==> src/rtl/car_game_pkg.sv <==
// Shared types and constants for the car game video blocks.
// Screen geometry, sprite size, colour codes and the lateral move rule.
package car_game_pkg;

    typedef enum logic [2:0] {
        S_IDLE,
        S_ERASE,
        S_MOVE,
        S_DRAW,
        S_FLUSH,
        S_DONE
    } state_t;

    localparam int SPRITE_W = 8;
    localparam int SPRITE_H = 8;
    localparam int SCREEN_W = 160;
    localparam int SCREEN_H = 120;

    localparam logic [2:0] BG_COLOUR   = 3'b000;
    localparam logic [2:0] TRANSPARENT = 3'b101;

    // One lateral step, clamped to the road edges; both or neither = stay.
    function automatic logic [7:0] clamp_move(
        input logic [7:0] x,
        input logic       left,
        input logic       right,
        input logic [7:0] min_x,
        input logic [7:0] max_x,
        input logic [7:0] step
    );
        logic [7:0] lo_lim;
        logic [7:0] hi_lim;
        lo_lim = min_x + step;
        hi_lim = max_x - step;
        if (left && !right)
            return (x < lo_lim) ? min_x : x - step;
        else if (right && !left)
            return (x > hi_lim) ? max_x : x + step;
        else
            return x;
    endfunction

endpackage

==> src/rtl/sprite_pix_count.sv <==
// Walks the 64 pixels of an 8x8 sprite box in row-major order.
// Flags the final pixel so the caller can change state on the same edge.
module sprite_pix_count (
    input  logic       clk,
    input  logic       reset,
    input  logic       en,
    input  logic       clear,
    output logic [2:0] row,
    output logic [2:0] col,
    output logic       last
);

    logic [5:0] k;

    always_ff @(posedge clk) begin
        if (reset || clear)
            k <= 6'd0;
        else if (en)
            k <= k + 6'd1;
    end

    assign row  = k[5:3];
    assign col  = k[2:0];
    assign last = (k == 6'd63);

endmodule

==> src/rtl/car_sprite_draw.sv <==
// Player car renderer: erase old 8x8 box, move one step, redraw from ROM.
// Emits a pixel stream for the 160x120 3-bit VGA adapter write port.
module car_sprite_draw #(
    parameter logic [7:0] START_X     = 8'd76,
    parameter logic [6:0] CAR_Y       = 7'd100,
    parameter logic [7:0] MIN_X       = 8'd40,
    parameter logic [7:0] MAX_X       = 8'd112,
    parameter logic [7:0] STEP        = 8'd4,
    parameter logic [2:0] BG_COLOUR   = car_game_pkg::BG_COLOUR,
    parameter logic [2:0] TRANSPARENT = car_game_pkg::TRANSPARENT
) (
    input  logic       Clock,
    input  logic       Reset,
    input  logic       go,
    input  logic       left_req,
    input  logic       right_req,
    output logic [5:0] rom_addr,
    input  logic [2:0] rom_data,
    output logic [7:0] vga_x,
    output logic [6:0] vga_y,
    output logic [2:0] vga_colour,
    output logic       plot,
    output logic       busy,
    output logic       done,
    output logic [7:0] car_x
);

    import car_game_pkg::*;

    state_t     state;
    logic [2:0] row;
    logic [2:0] col;
    logic       last;
    logic       cnt_en;
    logic       cnt_clear;

    logic [7:0] px_x;
    logic [6:0] px_y;
    logic [2:0] px_colour;
    logic       erase_q;
    logic       draw_q;
    logic       rom_opaque;

    assign cnt_en    = (state == S_ERASE) || (state == S_DRAW);
    assign cnt_clear = (state == S_IDLE);

    sprite_pix_count u_count (
        .clk   (Clock),
        .reset (Reset),
        .en    (cnt_en),
        .clear (cnt_clear),
        .row   (row),
        .col   (col),
        .last  (last)
    );

    // ROM data lands one cycle after its address, alongside the delayed x/y.
    assign rom_opaque = draw_q && (rom_data != TRANSPARENT);

    always_ff @(posedge Clock) begin
        if (Reset) begin
            state     <= S_IDLE;
            car_x     <= START_X;
            px_x      <= 8'd0;
            px_y      <= 7'd0;
            px_colour <= 3'd0;
            erase_q   <= 1'b0;
            draw_q    <= 1'b0;
        end else begin
            erase_q <= 1'b0;
            draw_q  <= 1'b0;
            if (rom_opaque)
                px_colour <= rom_data;
            unique case (state)
                S_IDLE: begin
                    if (go)
                        state <= S_ERASE;
                end
                S_ERASE: begin
                    px_x      <= car_x + {5'd0, col};
                    px_y      <= CAR_Y + {4'd0, row};
                    px_colour <= BG_COLOUR;
                    erase_q   <= 1'b1;
                    if (last)
                        state <= S_MOVE;
                end
                S_MOVE: begin
                    car_x <= clamp_move(car_x, left_req, right_req,
                                        MIN_X, MAX_X, STEP);
                    state <= S_DRAW;
                end
                S_DRAW: begin
                    px_x   <= car_x + {5'd0, col};
                    px_y   <= CAR_Y + {4'd0, row};
                    draw_q <= 1'b1;
                    if (last)
                        state <= S_FLUSH;
                end
                S_FLUSH: state <= S_DONE;
                S_DONE:  state <= S_IDLE;
                default: state <= S_IDLE;
            endcase
        end
    end

    assign rom_addr   = {row, col};
    assign vga_x      = px_x;
    assign vga_y      = px_y;
    assign vga_colour = rom_opaque ? rom_data : px_colour;
    assign plot       = erase_q | rom_opaque;
    assign busy       = (state != S_IDLE);
    assign done       = (state == S_DONE);

endmodule

==> config.mk <==
export PLATFORM = sky130hd
export DESIGN_NAME = car_sprite_draw
export DESIGN_NICKNAME = d
export VERILOG_FILES = /design/src/rtl/car_game_pkg.sv /design/src/rtl/sprite_pix_count.sv /design/src/rtl/car_sprite_draw.sv
export SDC_FILE = /design/constraint.sdc
export NUM_CORES = 1
export LEC_CHECK = 0
export BUFFER_PORTS_ARGS = -buffer_cell sky130_fd_sc_hd__buf_2
export CORE_UTILIZATION = 25
export DETAILED_ROUTE_END_ITERATION = 10
export PLACE_DENSITY = 0.48
export SYNTH_ARGS = -nofsm -noshare
export SYNTH_HDL_FRONTEND = slang
export SYNTH_SLANG_ARGS = --single-unit
==> constraint.sdc <==
create_clock -name Clock -period 1.91 [get_ports Clock]
set_input_delay 0 -clock Clock [delete_from_list [all_inputs] [get_ports Clock]]
set_output_delay 0 -clock Clock [all_outputs]
set_load 0.01 [all_outputs]
# After elaboration in Yosys (flattened, before gate mapping)
# Cells that the tools add are included.
[word_totals]
word_cells = 51
out_inout_bits = 35
in_bits = 8
register_bits = 37
[classes]
n_mux = 11
n_reduce_logical = 14
add_sub_neg = 5
bitwise_logic = 1
order_cmp = 2
eq_ne = 10
[ops]
columns = ["op", "n"]
rows = [
  ["2-to-1 mux 8 bit", 4],
  ["case mux 3 bit (5 select lines)", 1],
  ["2-to-1 mux 3 bit", 4],
  ["adder 8 x 3 -> 8 bit", 1],
  ["adder 8 x 3 -> 8 bit (second input constant)", 1],
  ["> comparator 8 x 7 -> 1 bit (second input constant)", 1],
  ["less-than comparator 8 x 6 -> 1 bit (second input constant)", 1],
  ["subtractor 8 x 3 -> 8 bit (second input constant)", 1],
  ["adder 6 x 4 -> 7 bit (first input constant)", 1],
  ["adder 6 x 1 -> 6 bit (second input constant)", 1],
  ["== test 3 x 2 -> 1 bit (second input constant)", 2],
  ["== test 3 bit (second input constant)", 2],
  ["== test 6 bit (second input constant)", 1],
  ["inequality test 2 bit (second input constant)", 3],
  ["OR reduction 2 bit", 2],
  ["== test 3 x 1 -> 1 bit (second input constant)", 1],
  ["logical AND 1 bit", 3],
  ["logical NOT 3 bit", 1],
  ["inequality test 3 bit (second input constant)", 1],
  ["AND reduction 3 bit", 1],
  ["nonzero test 3 bit", 1],
  ["logical NOT 1 bit", 2],
  ["logical OR 1 bit", 2],
  ["2-to-1 mux 1 bit", 2],
  ["3 further kinds", 3],
]

# Longest topological paths before layout
# Gate-level depths: netlist of the first run.
[depth]
word_depth = 4
ltp_mapped = 7
ltp_nobuf = 6

# By module
# From an unflattened synthesis of the first run, not the netlist that was laid out.
[hier_totals]
hier_cells = 196
hier_area_um2 = 1602.8
[modules_own_cells]
columns = ["mod", "area_each_um2", "cells_each", "seq_area_each_um2", "instances"]
rows = [
  ["car_sprite_draw", 1341.3, 167, 540.5, 1],
  ["sprite_pix_count", 261.5, 29, 120.1, 1],
]

# Least setup slack after synthesis of the first run
# Ideal clock, no wire load.
[synth_timing]
path_type = "reg2reg"
from = "register car_x[2]"
to = "register car_x[5]"
path_stages_with_launch = 6
t_arrival_ns = 1.450
path_buffers = 0
path_slack_ns = 0.356
setup_ns = 0.103
path_cell_list = "dfxtp_1 -> ha_1 -> o21ai_0 -> o2bb2ai_1 -> nor4_1 -> a2111oi_2"
[synth_via]
elab_chain_len = 4
elab_cells_between_ends = 8
classes_between = "add/sub (2); order compare (2); mux (4)"
[synth_lines]
columns = ["element", "line_no", "text"]
rows = [
  ["start: declaration", "car_sprite_draw.sv:25", "output logic [7:0] car_x"],
  ["start signal: assignment", "car_sprite_draw.sv:88", "car_x <= clamp_move(car_x, left_req, right_req,"],
  ["adder 8 x 3 -> 8 bit or > comparator 8 x 7 -> 1 bit (tied branches)", "car_game_pkg.sv:38", "return (x > hi_lim) ? max_x : x + step;"],
  ["2-to-1 mux 8 bit", "car_game_pkg.sv:38", ""],
  ["2-to-1 mux 8 bit", "car_game_pkg.sv:37", "else if (right && !left)"],
  ["2-to-1 mux 8 bit *", "car_game_pkg.sv:35", "if (left && !right)"],
]
# Mark *: on every way between the ends. The rest lies on a longest branch, timed or not. The select of a mux whose other input is x is not followed.
# A chain may end at the register's enable or synchronous reset.

# Worst setup path after layout of the first run
[layout_timing]
from = "register car_x[3]"
to = "register car_x[5]"
# The elaborated chain is that of the path after synthesis.

==> flow_summary.toml, run 1 <==
[setup_path]
crit_slowest_cell = "dfxtp_1"
max_stage_delay_ps = 490
critical_path.top_delay_family = "flip-flops"
cp_data_required_time_ps = 2060
path_buf_inv = 0
path_class = "reg -> reg"
cp-start-kind = "flip-flop"
end_kind = "flip-flop"
worstReg2RegEnd = "car_x[5]"
cp.arrival_ps = 1790
r2r_cells = 5
rr_startpoint = "car_x[3]"
crit_chain = "ha_1, o21ai_1, o2bb2ai_1, nor4_1, a2111oi_2"
reg2reg_slack_ps = 270
path_max_fanout = 9

[sta]
rsz0062_at_grt = "no"
final_max_slew_viol_count = 0
finClkSkew_ps = 6.83
final-hold-violation-count = 0
min_period_ps = 1640
setup_tns_ps = 0
fmax_ghz = 0.611
fin_ws_ps = 274
max_slew_margin = 0.619
worst_pin_slew_ps = 572
setup_violations = 0
timing.final.crit_share = 0.857

[synth]
ys.flop_type = "dfxtp_1"
syn_area_um2 = 1700
synth_cell_types = 46
async_flop_share = 0
synth_edf_count = 0
avgSynthCellArea_um2 = 8.11
synth_warnings = 0
netlist_instances = 210
ys_seq_elements = 33
ys_seq_area_frac = 0.388

[global_route]
antenna_found_initial = 0
gr-total-overflow = 0
first_global_vias = 1403
grt_pass1_wl_um = 6390
grt_use_total = 0.112
grt_max_degree = 29

[detailed_routing]
wl_met2_um = 1800
viasPerCell = 4.62
totalWireLength_um = 3910
drt-met1-wl_um = 1820
drt_iter0_drc = 59
antenna_left = 0
dr_wl_met3_um = 241
drc = 3
post_drt_wl_per_cell_um = 12.1
via_count = 1497
highest_layer = "met4"
firstDrtPassIters = 9

[place]
place.gp.congestion = 0.737
dp_hpwl_um = 2750
post_dp_cell_area_um2 = 1930
port_buffers = 39
pre_cts_ws_ps = 226

[final_layout]
antennaDiodeCount = 0
drive_gt1_frac = 0.223
fin_area_um2 = 2050
fin_nets = 259
fillers = 717
area_growth_pct = 20.6

[min_path]
whs_endpoint = "px_colour[1]"
holdPathStages = 3
hold_path_class = "in -> reg"
hp-start = "rom_data[1]"

[die]
die_y_um = 84.5
coreArea_um2 = 6460
die_w_um = 84.5
die_area_um2 = 7150
io_pins = 43
start_util = 0.264
row_count = 29

[cts]
cts_tree = "yes"
cts.clk_slew.worst_paths_ps = 70
clock_tree.buffer_depth = 2
cts-buffers-inserted = 5
cts-root-buf = "clkbuf_8"
post-cts-setup-buffer-count = 0
cts_sinks = 33
clk_latency_ps = 290
h-tree-depth = 2

[run]
max_cap_viol_count = 0

[power]
leakage_nw = 0.859
irDropWorstVdd_uv = 311
p_total_mw = 1.57
powerDensity_nw_per_um2 = 763

[outcome]
violations = "design-rule violations"
status = "finished, violations left"
-- synthesized netlist by cell type, types with 2 or more instances --
master    count  area (um2)
nor3b_1       4        30.0
nor2_1       23        86.3
a211oi_1      6        45.0
nand3_1       4        20.0
a21oi_1      19        95.1
o21ai_0       8        40.0
xnor2_1       6        52.6
buf_2         5        25.0
buf_6         2        22.5
buf_4         5        37.5
or3_1         3        18.8
dfxtp_1      33         661
a31oi_1       3        18.8
nand2b_1      4        25.0
nand2_1      25        93.8
nor2b_1       2        12.5
and2_1        4        25.0
clkbuf_1      3        11.3
a22oi_1       2        15.0
o31ai_1       2        15.0
inv_1        10        37.5
nor3_1        4        20.0
a21o_1        2        15.0
ha_1          5        62.6
xor2_1        5        43.8
-- cell families after synthesis --
kind of cell / after synthesis / share of synthesized area
AOI/OAI and AO/OA: 50 / 0.189
and+or+nand+nor: 83 / 0.244
adders and majority gates: 5 / 0.0367
xor gates and xnor gates: 11 / 0.0566
buffers and inverters: 27 / 0.0838
other: 1 / 0.00220
DFF: 33 / 0.388
-- how the worst max path moves through the flow --
stage / start / endpoint / depth (start not counted)
2_1_floorplan: car_x[2] / car_x[5] / 5
3_3_place_gp: car_x[2] / car_x[5] / 5
3_5_place_dp: car_x[3] / car_x[5] / 5
4_1_cts: car_x[3] / car_x[5] / 5
5_1_grt: car_x[3] / car_x[5] / 5
6_report: car_x[3] / car_x[5] / 5
-- state kept, by name, indices dropped and copies added, names as in the netlist --
register and cells:
vga_x 8, car_x 6, vga_y 5, draw_q 1, px_colour 3, erase_q 1
state 3, u_count.k 6
-- worst min-delay path, delay by kind of cell --
family                 cells  cell delay, ps
AOI/OAI and AO/OA          1             150
buffers and inverters      1              90
and+or+nand+nor            1             120
-- per-stage QoR --
stage / util / cells / hold slack (ps)
after global placement: 0.298 / 315 / 243
after CTS: 0.318 / 324 / 90.2
after detailed placement: 0.298 / 315 / 251
final: 0.318 / 324 / 106
after floorplan: - / 212 / 138
after global routing: 0.318 / 324 / 97.2
-- power by group --
group          switching, mW  internal, mW
Sequential            0.0222         0.709
Combinational         0.0880        0.0593
Clock                  0.262         0.425
-- per-layer routing --
metal | vias up | track usage
met5 | - | 0
met4 | 0 | 0.0401
met3 | 9 | 0.0374
met2 | 36 | 0.199
met1 | 674 | 0.124
li1 | 778 | -
-- layout by cell type (no fill, tap or decap), types with 4 or more instances in the layout --
cell and count:
buf_4 4, xor2_1 5, xnor2_1 6, and2_1 4, nor3b_1 4, a21oi_1 19
a211oi_1 6, ha_1 5, dfxtp_1 33, inv_1 10, nand3_1 4, nand2_1 25
o21ai_0 7, nor2_1 23, nor3_1 4, nand2b_1 4, clkbuf_8 6, buf_2 39
-- area by class of cell --
| type | count | area [um2] | area share |
|---|---|---|---|
| clock buffers | 7 | 86.3 | 0.0420 |
| clock inverters | 1 | 30.0 | 0.0146 |
| multi-input cells | 152 | 907 | 0.442 |
| repair buffers | 44 | 235 | 0.115 |
| flip-flops and latches | 33 | 661 | 0.322 |
| well taps | 77 | 96.3 | 0.0469 |
| inverters | 10 | 37.5 | 0.0183 |
-- repair_timing --
| action | in CTS | in global routing |
|---|---|---|
| hold buffers | 1 | 0 |
| hold endpoints to repair | 1 | 0 |
| resized for setup | 0 | 1 |
| endpoints found under the setup margin | 0 | 1 |
Power figures use the tool's default switching activity.
==> run 2: changes to the inputs <==
Settings changed: RECOVER_POWER set to 25.
Clock period 1.91 ns to 1.65 ns, I/O delays scaled along.
==> run 2 against run 1 <==
Net effect: register-to-register slack got worse by 170 ps; largest power group unchanged; clock-buffer cell count down 2; via count up 2.5%; final area grew 0.49%; clock power fell by 9.0%; critical path type unchanged; sequential power increased by 16%; the flow still finishes with violations (design-rule violations); hold slack worse by 22 ps; combinational power is 14% higher.
==> flow_summary.toml, run 2 (synthesis gave the netlist of run 1 again) <==
[final_layout]
drive_gt1_frac = 0.188
fin_nets = 267
fin_area_um2 = 2060
largest_reg_flops = 8
layout_common_cells = "dfxtp_1, nand2_1, nor2_1, buf_2, a21oi_1"
fin_cells = 332
area_growth_pct = 21.2
fillers = 720
antennaDiodeCount = 0
final_common_cell = "dfxtp_1"
final_util = 0.319

[global_route]
gr-total-overflow = 0
grt_pass1_wl_um = 6910
grt_use_total = 0.122
antenna_found_initial = 0
grt_max_degree = 29
first_global_vias = 1485

[setup_path]
path_max_fanout = 6
critical_path.top_delay_family = "compound AO/OA/AOI/OAI gates"
reg2reg_slack_ps = 110
cp_data_required_time_ps = 1810
critical_path_depth = 5
path_class = "reg -> reg"
rr_startpoint = "car_x[2]"
worstReg2RegEnd = "car_x[4]"
cp.arrival_ps = 1710
crit_chain = "ha_1, or2_0, a21boi_0, o311ai_0, o311ai_1"
max_stage_delay_ps = 340
path_buf_inv = 0
cp-start-kind = "flip-flop"
crit_slowest_cell = "dfxtp_1"
r2r_cells = 5
end_kind = "flip-flop"

[place]
dp.cells = 323
pre_cts_ws_ps = 103
post_dp_cell_area_um2 = 1990
dp_hpwl_um = 2880
port_buffers = 39
place.gp.congestion = 0.807

[cts]
clock_tree.buffer_depth = 2
cts_sinks = 33
clk_latency_ps = 290
cts_tree = "yes"
h-tree-depth = 2
cts-buffers-inserted = 5
cts-root-buf = "clkbuf_8"
post-cts-setup-buffer-count = 0
cts.clk_slew.worst_paths_ps = 80

[detailed_routing]
post_drt_wl_per_cell_um = 12.4
via_count = 1534
firstDrtPassIters = 9
drc = 5
totalWireLength_um = 4100
viasPerCell = 4.62
drt_iter0_drc = 40
antenna_left = 0

[sta]
final_max_slew_viol_count = 0
timing.final.crit_share = 0.936
rsz0062_at_grt = "no"
worst_pin_slew_ps = 557
setup_violations = 0
fin_ws_ps = 105
finClkSkew_ps = 4.93
min_period_ps = 1540
setup_tns_ps = 0
max_slew_margin = 0.629
fmax_ghz = 0.647
holdWs_ps = 83.9
final-hold-violation-count = 0

[power]
leakage_nw = 0.818
irDropWorstVdd_uv = 296
p_total_mw = 1.64
powerDensity_nw_per_um2 = 795

[run]
max_cap_viol_count = 0

[outcome]
status = "finished, violations left"
violations = "design-rule violations"

[min_path]
whs_endpoint = "px_colour[1]"
holdPathStages = 3
hold_path_class = "in -> reg"
hp-start = "rom_data[1]"

[die]
die_w_um = 84.5
coreArea_um2 = 6460
die_area_um2 = 7150
start_util = 0.264
row_count = 29
die_y_um = 84.5
io_pins = 43
run 2: layout make-up:
type / instances / area, um2 / area share
clock buffers: 5 / 68.8 / 0.0334
flip-flops and latches: 33 / 661 / 0.320
inverters: 10 / 37.5 / 0.0182
repair buffers: 52 / 275 / 0.133
clock inverters: 3 / 17.5 / 0.00849
well taps: 77 / 96.3 / 0.0467
multi-input cells: 152 / 907 / 0.440
run 2: power breakdown:
group	total, mW	internal, mW	switching [mW]
combinational	0.168	0.0652	0.103
clock	0.626	0.291	0.335
sequential	0.846	0.820	0.0260
total	1.64	1.18	0.463
run 2: layer usage:
layer / wire length (um) / vias to the layer above / global-route usage
met5: 0 / - / 0
met4: 59 / 0 / 0.0416
met3: 239 / 9 / 0.0433
met2: 1930 / 39 / 0.202
met1: 1870 / 692 / 0.147
li1: - / 794 / -
run 2: worst max path at each step:
stage                  start        to  slack (ps)
floorplan           car_x[2]  car_x[5]         100
global placement    car_x[2]  car_x[4]         140
detailed placement  car_x[2]  car_x[4]         100
CTS                 car_x[2]  car_x[4]          90
global route        car_x[2]  car_x[4]           1
finish              car_x[2]  car_x[4]         110
run 2: what timing repair did:
item                       CTS  global route
hold endpoints to repair     1             0
hold buffers                 1             0
setup endpoints to repair    0             1
gates resized for setup      0             1
run 2: worst reg2reg max path, cell delays in order, from the launching register on:
cell and delay, ps:
dfxtp_1 340, ha_1 260, or2_0 230, a21boi_0 140, o311ai_0 290, o311ai_1 150
==> run 3: changes to the inputs <==
Settings changed: CELL_PAD_IN_SITES_DETAIL_PLACEMENT set to 1, CELL_PAD_IN_SITES_GLOBAL_PLACEMENT set to 2, PLACE_DENSITY 0.48 to 0.72.
==> run 3 against run 2 <==
Net effect: the run still ends with design-rule violations left; cell count down 0.30%; first-iteration DRC count up 25%; clock power up 28%; sequential share of layout area down 0.35 points; largest cell class unchanged.
==> flow_summary.toml, run 3 (synthesis gave the netlist of run 1 again) <==
[sta]
min_period_ps = 1500
finClkSkew_ps = 4.46
setup_tns_ps = 0
setup_violations = 0
final-hold-violation-count = 0
max_slew_margin = 0.632
worst_pin_slew_ps = 552
final_max_slew_viol_count = 0
holdWs_ps = 91.6
timing.final.crit_share = 0.906
rsz0062_at_grt = "no"
fin_ws_ps = 155
fmax_ghz = 0.669

[die]
die_y_um = 84.5
start_util = 0.264
row_count = 29
io_pins = 43
die_w_um = 84.5
die_area_um2 = 7150
coreArea_um2 = 6460

[detailed_routing]
post_drt_wl_per_cell_um = 13.0
totalWireLength_um = 4320
drt-met1-wl_um = 2020
highest_layer = "met4"
antenna_left = 0
drc = 6
drt_iter0_drc = 50
dr_wl_met3_um = 154
viasPerCell = 4.70
via_count = 1557
wl_met2_um = 2080
firstDrtPassIters = 7

[outcome]
violations = "design-rule violations"
status = "finished, violations left"

[setup_path]
cp.arrival_ps = 1690
max_stage_delay_ps = 340
cp_data_required_time_ps = 1840
cp-start-kind = "flip-flop"
path_max_fanout = 6
crit_slowest_cell = "dfxtp_1"
path_class = "reg -> reg"
critical_path.top_delay_family = "compound AO/OA/AOI/OAI gates"
path_buf_inv = 0
end_kind = "flip-flop"
crit_chain = "ha_1, o21ai_1, o2bb2ai_1, nor4_1, a2111oi_2"

[global_route]
first_global_vias = 1450
antenna_found_initial = 0
grt_pass1_wl_um = 7030
grt_use_total = 0.125
grt_max_degree = 29
gr-total-overflow = 0

[cts]
cts-root-buf = "clkbuf_8"
clock_tree.buffer_depth = 2
cts-buffers-inserted = 5
clk_latency_ps = 290
cts_sinks = 33
post-cts-setup-buffer-count = 0
cts_tree = "yes"
h-tree-depth = 2
cts.clk_slew.worst_paths_ps = 70

[power]
p_comb_frac = 0.097
p_total_mw = 1.82
p_sw_frac = 0.241
powerDensity_nw_per_um2 = 872
irDropWorstVdd_uv = 312
leakage_nw = 0.828
p_seq_frac = 0.463
p_int_mw = 1.38
p_sw_uw = 439
pwr-share-clk = 0.440

[final_layout]
fillers = 816
multi_input_area_um2 = 907
final_util = 0.323
area_growth_pct = 22.5
antennaDiodeCount = 0
final_common_cell = "dfxtp_1"
seqCellArea_um2 = 661
fin_nets = 266
drive_gt1_frac = 0.181
layout_common_cells = "dfxtp_1, nand2_1, nor2_1, buf_2, a21oi_1"
largest_reg_flops = 8

[place]
pre_cts_ws_ps = 100
port_buffers = 39
place.gp.congestion = 0.742
dp_hpwl_um = 3090

[min_path]
hold_path_class = "in -> reg"

[run]
max_cap_viol_count = 0
-- run 3: changes by cell type in the layout (fill, tap and decap cells not counted), sizes merged --
cell and change:
buf -1, bufinv +1, clkinvlp -1, clkbuf +2, clkinv -2
-- run 3: repair_timing --
item                                    4_1_cts  5_1_grt
endpoints found under the setup margin        0        3
hold endpoints to repair                      1        0
hold buffers                                  1        0
gates resized for setup                       0        2
-- run 3: tightest hold or removal path, delay by kind of cell --
kind | cells | cell delay, ps
and+or+nand+nor | 1 | 120
AOI/OAI and AO/OA | 1 | 130
buffers and inverters | 1 | 90
-- run 3: area by class of cell --
type,count,area share
repair buffers,51,0.128
flip-flops and latches,33,0.317
well taps,77,0.0462
clock inverters,1,0.0144
clock buffers,7,0.0414
multi-input cells,152,0.435
inverters,10,0.0180
-- run 3: metal layers --
| metal | global-route usage | up-vias |
|---|---|---|
| met3 | 0.0334 | 6 |
| met4 | 0.0508 | 0 |
| li1 | - | 792 |
| met5 | 0 | - |
| met1 | 0.156 | 738 |
| met2 | 0.205 | 21 |
-- run 3: final timing paths --
path	start	depth (start not counted)	to	slack, ps
min	rom_data[1]	3	px_colour[1]	90
max	car_x[2]	5	car_x[5]	150
max reg2reg	car_x[2]	5	car_x[5]	150
min reg2reg	vga_y[1]	2	vga_y[1]	450
-- run 3: per-stage QoR --
stage | cells | instance area, um2
2_1_floorplan | 212 | 1710
4_1_cts | 331 | 2110
3_3_place_gp | 322 | 1980
3_5_place_dp | 322 | 1980
5_1_grt | 331 | 2090
6_report | 331 | 2090
-- run 3: power groups by stage --
stage / combinational [mW] / clock, mW / sequential, mW
3_3_place_gp: 0.181 / 0 / 0.859
2_1_floorplan: 0.124 / 0 / 0.863
5_1_grt: 0.196 / 0.857 / 0.846
3_5_place_dp: 0.182 / 0 / 0.860
4_1_cts: 0.184 / 0.822 / 0.841
6_report: 0.176 / 0.801 / 0.842
